==> src/rtl/wb_writer.sv <==
// MEM/WB write-back engine: retires ALU results directly and runs loads through a
// req/ack data-memory read with lane extraction before driving the register-file write port.
module wb_writer #(
  parameter int DMEM_TIMEOUT = 255,
  parameter bit BIG_ENDIAN   = 1'b0
) (
  input  logic        sys_clk,
  input  logic        rst_n,
  input  logic        ex_valid,
  output logic        ex_ready,
  input  logic        ex_reg_write,
  input  logic        ex_mem_to_reg,
  input  logic [2:0]  ex_load_op,
  input  logic [4:0]  ex_reg_dst_id,
  input  logic [31:0] ex_alu_result,
  output logic        dmem_req,
  output logic [31:0] dmem_addr,
  input  logic        dmem_ack,
  input  logic [31:0] dmem_rdata,
  output logic        reg_write_o,
  output logic [4:0]  reg_write_id_o,
  output logic [31:0] reg_write_data_o,
  output logic        wb_stall,
  output logic        misalign_err,
  output logic        timeout_err
);

  localparam logic [2:0] OP_LB  = 3'b000;
  localparam logic [2:0] OP_LH  = 3'b001;
  localparam logic [2:0] OP_LW  = 3'b011;
  localparam logic [2:0] OP_LBU = 3'b100;
  localparam logic [2:0] OP_LHU = 3'b101;

  // The counter value seen on the last REQ cycle before the abort.
  localparam logic [7:0] LAST_COUNT = 8'(DMEM_TIMEOUT - 1);

  typedef enum logic [1:0] {
    IDLE  = 2'd0,
    REQ   = 2'd1,
    WRITE = 2'd2
  } state_t;

  state_t      state_reg;
  logic [7:0]  count_reg;
  logic [2:0]  op_reg;
  logic [1:0]  off_reg;
  logic [4:0]  id_reg;

  logic [7:0]  lane_bytes [4];
  logic [2:0]  in_op;
  logic        in_aligned;
  logic        accept;
  logic        count_done;
  logic [31:0] load_data;

  // Unassigned encodings decode as a full-word load.
  function automatic logic [2:0] norm_op(input logic [2:0] op);
    case (op)
      OP_LB, OP_LH, OP_LBU, OP_LHU: norm_op = op;
      default:                      norm_op = OP_LW;
    endcase
  endfunction

  function automatic logic is_aligned(input logic [2:0] op, input logic [1:0] off);
    case (op)
      OP_LH, OP_LHU: is_aligned = ~off[0];
      OP_LW:         is_aligned = (off == 2'b00);
      default:       is_aligned = 1'b1;
    endcase
  endfunction

  genvar gi;
  generate
    for (gi = 0; gi < 4; gi++) begin : g_lane
      assign lane_bytes[gi] = dmem_rdata[8*gi +: 8];
    end
  endgenerate

  always_comb begin
    logic [1:0]  lane;
    logic [7:0]  b;
    logic [15:0] h;
    lane = BIG_ENDIAN ? ~off_reg : off_reg;
    b    = lane_bytes[lane];
    h    = (off_reg[1] ^ BIG_ENDIAN) ? dmem_rdata[31:16] : dmem_rdata[15:0];
    case (op_reg)
      OP_LB:   load_data = {{24{b[7]}}, b};
      OP_LBU:  load_data = {24'd0, b};
      OP_LH:   load_data = {{16{h[15]}}, h};
      OP_LHU:  load_data = {16'd0, h};
      default: load_data = dmem_rdata;
    endcase
  end

  assign in_op      = norm_op(ex_load_op);
  assign in_aligned = is_aligned(in_op, ex_alu_result[1:0]);
  assign accept     = ex_valid & ex_ready;
  assign count_done = (count_reg == LAST_COUNT);
  assign wb_stall   = ~ex_ready;

  always_ff @(posedge sys_clk) begin
    if (!rst_n) begin
      state_reg        <= IDLE;
      ex_ready         <= 1'b1;
      dmem_req         <= 1'b0;
      dmem_addr        <= '0;
      reg_write_o      <= 1'b0;
      reg_write_id_o   <= '0;
      reg_write_data_o <= '0;
      misalign_err     <= 1'b0;
      timeout_err      <= 1'b0;
      count_reg        <= '0;
      op_reg           <= OP_LW;
      off_reg          <= '0;
      id_reg           <= '0;
    end else begin
      reg_write_o  <= 1'b0;
      misalign_err <= 1'b0;
      timeout_err  <= 1'b0;
      case (state_reg)
        IDLE, WRITE: begin
          state_reg <= IDLE;
          ex_ready  <= 1'b1;
          if (accept) begin
            if (!ex_mem_to_reg) begin
              state_reg <= WRITE;
              // Register 0 is never written; id/data hold their last value when no pulse.
              if (ex_reg_write && (ex_reg_dst_id != 5'd0)) begin
                reg_write_o      <= 1'b1;
                reg_write_id_o   <= ex_reg_dst_id;
                reg_write_data_o <= ex_alu_result;
              end
            end else if (!in_aligned) begin
              misalign_err <= 1'b1;
            end else begin
              state_reg <= REQ;
              ex_ready  <= 1'b0;
              dmem_req  <= 1'b1;
              dmem_addr <= {ex_alu_result[31:2], 2'b00};
              count_reg <= '0;
              op_reg    <= in_op;
              off_reg   <= ex_alu_result[1:0];
              id_reg    <= ex_reg_dst_id;
            end
          end
        end
        REQ: begin
          if (dmem_ack) begin
            state_reg <= WRITE;
            ex_ready  <= 1'b1;
            dmem_req  <= 1'b0;
            if (id_reg != 5'd0) begin
              reg_write_o      <= 1'b1;
              reg_write_id_o   <= id_reg;
              reg_write_data_o <= load_data;
            end
          end else if (count_done) begin
            state_reg   <= IDLE;
            ex_ready    <= 1'b1;
            dmem_req    <= 1'b0;
            timeout_err <= 1'b1;
          end else begin
            count_reg <= count_reg + 8'd1;
          end
        end
        default: begin
          state_reg <= IDLE;
          ex_ready  <= 1'b1;
          dmem_req  <= 1'b0;
        end
      endcase
    end
  end

endmodule

==> config.mk <==
export PLATFORM = sky130hd
export DESIGN_NAME = wb_writer
export DESIGN_NICKNAME = d
export VERILOG_FILES = /design/src/rtl/wb_writer.sv
export SDC_FILE = /design/constraint.sdc
export NUM_CORES = 1
export LEC_CHECK = 0
export ABC_AREA = 1
export BUFFER_PORTS_ARGS = -buffer_cell sky130_fd_sc_hd__buf_2
export CORE_UTILIZATION = 57
export CTS_BUF_LIST = sky130_fd_sc_hd__clkbuf_2 sky130_fd_sc_hd__clkbuf_4 sky130_fd_sc_hd__clkbuf_8
export DETAILED_ROUTE_END_ITERATION = 10
export PLACE_DENSITY = 0.92
export SYNTH_ARGS = -nofsm -noshare
export SYNTH_HDL_FRONTEND = slang
export SYNTH_SLANG_ARGS = --single-unit
==> constraint.sdc <==
create_clock -name sys_clk -period 2.3 [get_ports sys_clk]
set_clock_uncertainty 0.2 [all_clocks]
set_input_delay 0.115 -clock sys_clk [delete_from_list [all_inputs] [get_ports sys_clk]]
set_output_delay 0.115 -clock sys_clk [all_outputs]
set_load 0.02 [all_outputs]
==> summary.txt, run 1 <==
run status - finished clean
worst reg2reg endpoint - op_reg[2]
sequential cell area - 1843 um2
library cell appearing most often on the critical path - dlygate4sd3_1
number of maximum-capacitance violations - 0
area of the core - 7767 um2
DRC - 0
routability congestion estimate - 0.9797
row cnt - 32
fraction of layout cells with a size suffix above 1 - 25.08%
clock tree from TritonCTS - yes
leading cell types in the layout, fill and taps excluded - 150 x buf_2, 135 x nand2_1, 118 x nor2_1, 91 x dfxtp_1, 86 x o21ai_0
worst min path class - in2reg
cell at the slowest stage of the critical path - dlygate4sd3_1
clock transition time at the flip-flop clock pins of the worst setup and hold paths - 0.08 ns
worst reg2reg path depth - 9
detailed-route wire length on metal 1 - 5729 um
source of the worst register-to-register timing path - ex_ready
CTS H-Tree Depth - 3
async set or reset register ratio after synthesis - 0%
horizontal die dimension - 91.95 um
total number of vias - 5501
count of final hold-check violations - 0
Max-Slew Margin vs Limit - 48.08%
Chip Height - 91.95 um
residual overflow from global routing - 0
Final nets - 960
Top Layer Used - met4
Critical Setup Path Class - in2reg
number of setup buffers added after CTS - 0
growth of design area from synthesis to finish - 34.83%
maximum fanout along the worst path - 18
timing-limited maximum frequency - 451.4 MHz
Wirelength per Cell - 15.58 um
measured slew at the worst slew-check pin - 0.7779 ns
Buf/Inv on CP - 5
initial antenna violation count - 1
peak ir drop on the vdd network - 371.3 uV
register area share after synthesis - 39.93%
Cell Chain, Critical Path - dlygate4sd3_1 -> buf_2 -> inv_1 -> nand2_1 -> a21boi_2 -> nand2_2 -> inv_6 -> nand3_1 -> dlygate4sd3_1 -> a21oi_1
area used by multi-input combinational logic - 2405 um2
floorplan die area - 8455 um2
Layout fillers - 542
Post-Synthesis Cells - 690
DR WL met3 - 1346 um
met2 wire length - 7692 um
RSZ-0062 raised after global routing - no
TNS Setup - 0 ns
final worst path period share - 96.32%
Skew-Pair Late Insertion Delay - 0.36 ns
maximum number of pins on one net before global-route repair - 70
main flop type after synthesis - dfxtp_1
Clock Sinks - 92
first-pass GRT wire length - 24440 um
Num CTS Buffers - 9
average cell area after synthesis - 6.684 um2
Critical Path Sink Type - flop
Initial Utilization - 59.37%
area of the mapped netlist - 4612 um2
vias in the first global route - 5198
number of cells traversed by the worst hold path - 5
via count normalized by instance count - 5.568
ANT nets after route - 0
Top Ports - 153
initial drt markers - 414
delay of the slowest cell on the worst path - 0.56 ns
total routing usage reported by global routing - 36.64%
first drt pass iteration count - 8
final worst hold slack - 0.02452 ns
most frequent standard cell in the layout excluding fill and tap cells - buf_2
hold-critical path endpoint - reg_write_data_o[16]
gate family responsible for the most delay along the worst path - buffers and inverters
P_leak - 2.946 nW
root buffer selected by CTS - clkbuf_8
worst endpoint data arrival time - 2.30 ns
total power density per cell area - 588.0 nW/um2
Worst Setup Start Kind - input pin
critical path required time - 2.38 ns
Total Routed Length - 15390 um
HPWL after detailed placement - 10020 um
number of flops mapped to enable cells by yosys - 0
final slew viol count - 0
Final setup viols - 0
max FFs per register - 32
register-to-register setup slack - 0.30 ns
Max Root-Sink Buffers - 2
number of warnings reported in the yosys synthesis log - 0
fin crit period - 2.215 ns
origin of the worst min-delay path - dmem_rdata[16]
unique cell type count in the Yosys netlist - 33
count of port buffers added during placement - 150
count of state elements after synthesis - 92
==> power breakdown <==
part           leakage [nW]  internal (W)  switching [W]
Sequential            0.750       0.00168      0.0000501
Clock                 0.110      0.000625       0.000569
Combinational          2.09      0.000299       0.000436
==> worst max-delay path by stage <==
stage | slack (ns) | from | cells after the start | end
2_1_floorplan | 0.70 | ex_ready | 8 | op_reg[0]
3_3_place_gp | 0.47 | state_reg[0] | 8 | reg_write_data_o[14]
3_5_place_dp | 0.42 | state_reg[0] | 8 | count_reg[1]
4_1_cts | 0.02 | ex_load_op[1] | 10 | op_reg[2]
5_1_grt | 0.006 | ex_load_op[1] | 10 | op_reg[2]
6_report | 0.08 | ex_load_op[1] | 10 | op_reg[2]
==> worst min-delay path: stages <==
cell,delay (ns)
buf_2,0.11
a21oi_1,0.07
nand3_1,0.07
nand2_1,0.05
a21oi_1,0.12
==> metrics by stage <==
stage          utilization [%]  instances  area, um2  total power [W]  setup slack, ns
2_1_floorplan                -        691       4616         0.002158           0.7022
3_3_place_gp             69.07        909       5365         0.002365           0.4738
3_5_place_dp             69.07        909       5365         0.002388           0.4221
4_1_cts                  79.99        988       6213         0.003647          0.02148
5_1_grt                  80.03        987       6216         0.003808         0.005574
6_report                 80.06        988       6218         0.003656          0.08460
==> kinds of logic after synthesis <==
group	share of synthesized area (%)
compound gates	18.07
buf+inv	8.139
other cells	0.08131
flops	39.93
simple gates	32.66
xor+xnor	0.5698
fa+ha+maj	0.5425
==> final cells by class <==
cell class              count  area share, %
diodes                      1        0.04024
clock buffers              10          2.113
clock inverters             6          1.388
inverters                  37          2.314
multi-input cells         517          38.67
flip-flops and latches     92          29.64
well taps                 102          2.052
repair buffers            223          23.78
==> cells in the mapped netlist (2+ instances only) <==
cell type	n	area (um2)
o211ai_1	2	15.01
nor4_1	2	12.51
nand4_1	3	18.77
dfxtp_1	92	1842
nor2_4	2	22.52
nor2_1	118	442.9
o21ai_0	86	430.4
or2_2	28	175.2
xnor2_1	2	17.52
ha_1	2	25.02
nand3_1	49	245.2
buf_4	2	15.01
buf_6	5	56.30
clkbuf_2	3	15.01
a21oi_1	71	355.3
nand2_2	4	25.02
buf_2	15	75.07
nand2_4	2	22.52
nand2_1	135	506.7
clkbuf_1	19	71.32
inv_2	2	7.510
inv_1	35	131.4
==> timing repair <==
item | 4_1_cts | 5_1_grt
endpoints found under the hold margin | 81 | 0
gates resized for setup | 0 | 5
hold buffers | 63 | 0
endpoints found under the setup margin | 0 | 2
==> layer usage <==
metal / up-vias / track usage, %
met5: - / 0
met4: 0 / 19.01
met3: 56 / 7.048
met2: 338 / 65.11
met1: 2495 / 41.42
li1: 2612 / -
No activity file was read; power rests on OpenSTA's default activity.
==> inputs of run 2 (changes only) <==
--- a/config.mk
+++ b/config.mk
@@ -7,10 +7,10 @@
 export LEC_CHECK = 0
 export ABC_AREA = 1
 export BUFFER_PORTS_ARGS = -buffer_cell sky130_fd_sc_hd__buf_2
-export CORE_UTILIZATION = 57
+export CORE_UTILIZATION = 47
 export CTS_BUF_LIST = sky130_fd_sc_hd__clkbuf_2 sky130_fd_sc_hd__clkbuf_4 sky130_fd_sc_hd__clkbuf_8
 export DETAILED_ROUTE_END_ITERATION = 10
-export PLACE_DENSITY = 0.92
+export PLACE_DENSITY = 0.81
 export SYNTH_ARGS = -nofsm -noshare
 export SYNTH_HDL_FRONTEND = slang
 export SYNTH_SLANG_ARGS = --single-unit
==> constraint.sdc (replaced) <==
create_clock -name sys_clk -period 1.8 [get_ports sys_clk]
set_clock_uncertainty 0.2 [all_clocks]
set_input_delay 0.09 -clock sys_clk [delete_from_list [all_inputs] [get_ports sys_clk]]
set_output_delay 0.09 -clock sys_clk [all_outputs]
set_load 0.02 [all_outputs]
==> run 2 against run 1 <==
Wire length down 1.6%. Hold slack got worse by 0.011 ns. First-iteration DRC count is 27% lower. Design area rose by 5.3%. Clock power is 52% higher. Die area increased by 21%. Clock-buffer cell count unchanged. Register-to-register slack lost 0.19 ns. Critical path type unchanged.
==> summary.txt, run 2 (same netlist as run 1, synthesis figures left out) <==
final worst path period share - 96.17%
floorplan die area - 10210 um2 (was 8455 um2)
timing-limited maximum frequency - 577.7 MHz
worst endpoint data arrival time - 1.82 ns (was 2.30 ns)
first drt pass iteration count - 5 (was 8)
total inserted antenna cells - 0 (was 1)
post-route insts no fill - 1032 (was 988)
Clock Sinks - 92 (unchanged)
count of final hold-check violations - 0 (unchanged)
CTS H-Tree Depth - 3 (unchanged)
RSZ-0062 raised after global routing - yes (was no)
number of maximum-capacitance violations - 0 (unchanged)
Worst Setup Start Kind - input pin (unchanged)
Layout fillers - 818 (was 542)
total power density per cell area - 762.3 nW/um2 (was 588.0 nW/um2)
Wirelength per Cell - 14.68 um (was 15.58 um)
peak ir drop on the vdd network - 445.8 uV (was 371.3 uV)
Util after Layout - 69.89% (was 80.06%)
ANT nets after route - 0 (unchanged)
Buf/Inv on CP - 5 (unchanged)
Chip Height - 101.1 um (was 91.95 um)
first-pass GRT wire length - 23520 um (was 24440 um)
initial antenna violation count - 0 (was 1)
crit path from - ex_load_op[1] (unchanged)
Skew-Pair Late Insertion Delay - 0.35 ns (was 0.36 ns)
Num CTS Buffers - 9 (unchanged)
final worst hold slack - 0.01322 ns (was 0.02452 ns)
row cnt - 35 (was 32)
count of port buffers added during placement - 150 (unchanged)
via count normalized by instance count - 5.167 (was 5.568)
gate family responsible for the most delay along the worst path - buffers and inverters (unchanged)
Total Routed Length - 15150 um (was 15390 um)
clock transition time at the flip-flop clock pins of the worst setup and hold paths - 0.09 ns (was 0.08 ns)
fin crit period - 1.731 ns
residual overflow from global routing - 0 (unchanged)
Final nets - 979 (was 960)
leading cell types in the layout, fill and taps excluded - 150 x buf_2, 135 x nand2_1, 117 x nor2_1, 89 x dfxtp_1, 82 x o21ai_0 (was 150 x buf_2, 135 x nand2_1, 118 x nor2_1, 91 x dfxtp_1, 86 x o21ai_0)
origin of the worst min-delay path - dmem_rdata[29] (was dmem_rdata[16])
total routing usage reported by global routing - 29.54% (was 36.64%)
source of the worst register-to-register timing path - state_reg[1] (was ex_ready)
critical path required time - 1.89 ns (was 2.38 ns)
fraction of layout cells with a size suffix above 1 - 26.47% (was 25.08%)
initial drt markers - 303 (was 414)
maximum fanout along the worst path - 17 (was 18)
delay of the slowest cell on the worst path - 0.53 ns (was 0.56 ns)
Cell Chain, Critical Path - dlygate4sd3_1 -> buf_2 -> inv_1 -> nand2_1 -> a21boi_2 -> nand2_2 -> inv_2 -> buf_12 -> nand3_1 -> a21oi_1 (was dlygate4sd3_1 -> buf_2 -> inv_1 -> nand2_1 -> a21boi_2 -> nand2_2 -> inv_6 -> nand3_1 -> dlygate4sd3_1 -> a21oi_1)
cell at the slowest stage of the critical path - dlygate4sd3_1 (unchanged)
maximum number of pins on one net before global-route repair - 41 (was 70)
Critical Setup Path Class - in2reg (unchanged)
P_leak - 3.105 nW (was 2.946 nW)
Top Ports - 153 (unchanged)
growth of design area from synthesis to finish - 42.02% (was 34.83%)
DRC - 0 (unchanged)
HPWL after detailed placement - 9977 um (was 10020 um)
area of the core - 9371 um2 (was 7767 um2)
root buffer selected by CTS - clkbuf_8 (unchanged)
total number of vias - 5332 (was 5501)
worst min path class - in2reg (unchanged)
Initial Utilization - 49.21% (was 59.37%)
horizontal die dimension - 101.1 um (was 91.95 um)
routability congestion estimate - 0.9577 (was 0.9797)
vias in the first global route - 4917 (was 5198)
register-to-register setup slack - 0.11 ns (was 0.30 ns)
Max Root-Sink Buffers - 2 (unchanged)
max FFs per register - 32 (unchanged)
final slew viol count - 0 (unchanged)
clock tree from TritonCTS - yes (unchanged)
Final setup viols - 0 (unchanged)
Critical Path Sink Type - flop (unchanged)
most frequent standard cell in the layout excluding fill and tap cells - buf_2 (unchanged)
run status - finished clean (unchanged)
placed insts - 948 (was 909)
## run 2: area by class of cell
type	instances	area [um2]	area share, %
multi-input cells	517	2440	37.25
flip-flops and latches	92	1846	28.18
repair buffers	242	1705	26.04
well taps	129	161.4	2.464
inverters	37	141.4	2.159
clock buffers	10	131.4	2.006
clock inverters	5	125.1	1.910
## run 2: where the power goes
| part | total, W | leakage [nW] | internal (W) | switching (W) |
|---|---|---|---|---|
| Sequential | 0.00220 | 0.751 | 0.00214 | 0.0000598 |
| Clock | 0.00181 | 0.130 | 0.00107 | 0.000737 |
| Combinational | 0.000985 | 2.22 | 0.000426 | 0.000559 |
| Total | 0.00499 | 3.11 | 0.00364 | 0.00136 |
## run 2: final timing paths
path	end	depth (start not counted)
max	op_reg[2]	10
min	reg_write_data_o[29]	5
max reg2reg	reg_write_data_o[20]	8
min reg2reg	dmem_req	2
## run 2: through the flow
stage / power, W / setup slack [ns] / instance area [um2] / TNS (ns)
after CTS: 0.004952 / 0.03037 / 6466 / 0
final: 0.004993 / 0.06901 / 6550 / 0
after floorplan: 0.002758 / 0.2022 / 4616 / 0
after global placement: 0.003065 / 0.06605 / 5539 / 0
after detailed placement: 0.003072 / 0.04721 / 5539 / 0
after global routing: 0.005203 / -0.01553 / 6550 / -0.04122
## run 2: timing repair
| action | in CTS | in global routing |
|---|---|---|
| hold endpoints to repair | 83 | 0 |
| setup endpoints to repair | 0 | 58 |
| resized for setup | 0 | 18 |
| hold buffers | 67 | 0 |
| setup buffers | 0 | 1 |
## run 2: worst min-delay path, delay by kind of cell
family	cells	cell delay [ns]
AOI/OAI and AO/OA	2	0.19
buffers and inverters	1	0.10
and+or+nand+nor	2	0.14
## run 2: per-layer routing
layer | share of wire (%) | global-route usage [%] | vias up | routed length, um
li1 | - | - | 2656 | -
met3 | 8.1 | 6.103 | 26 | 1220
met1 | 42 | 37.01 | 2425 | 6434
met4 | 1.6 | 8.696 | 0 | 249
met2 | 48 | 50.97 | 225 | 7242
met5 | 0 | 0 | - | 0
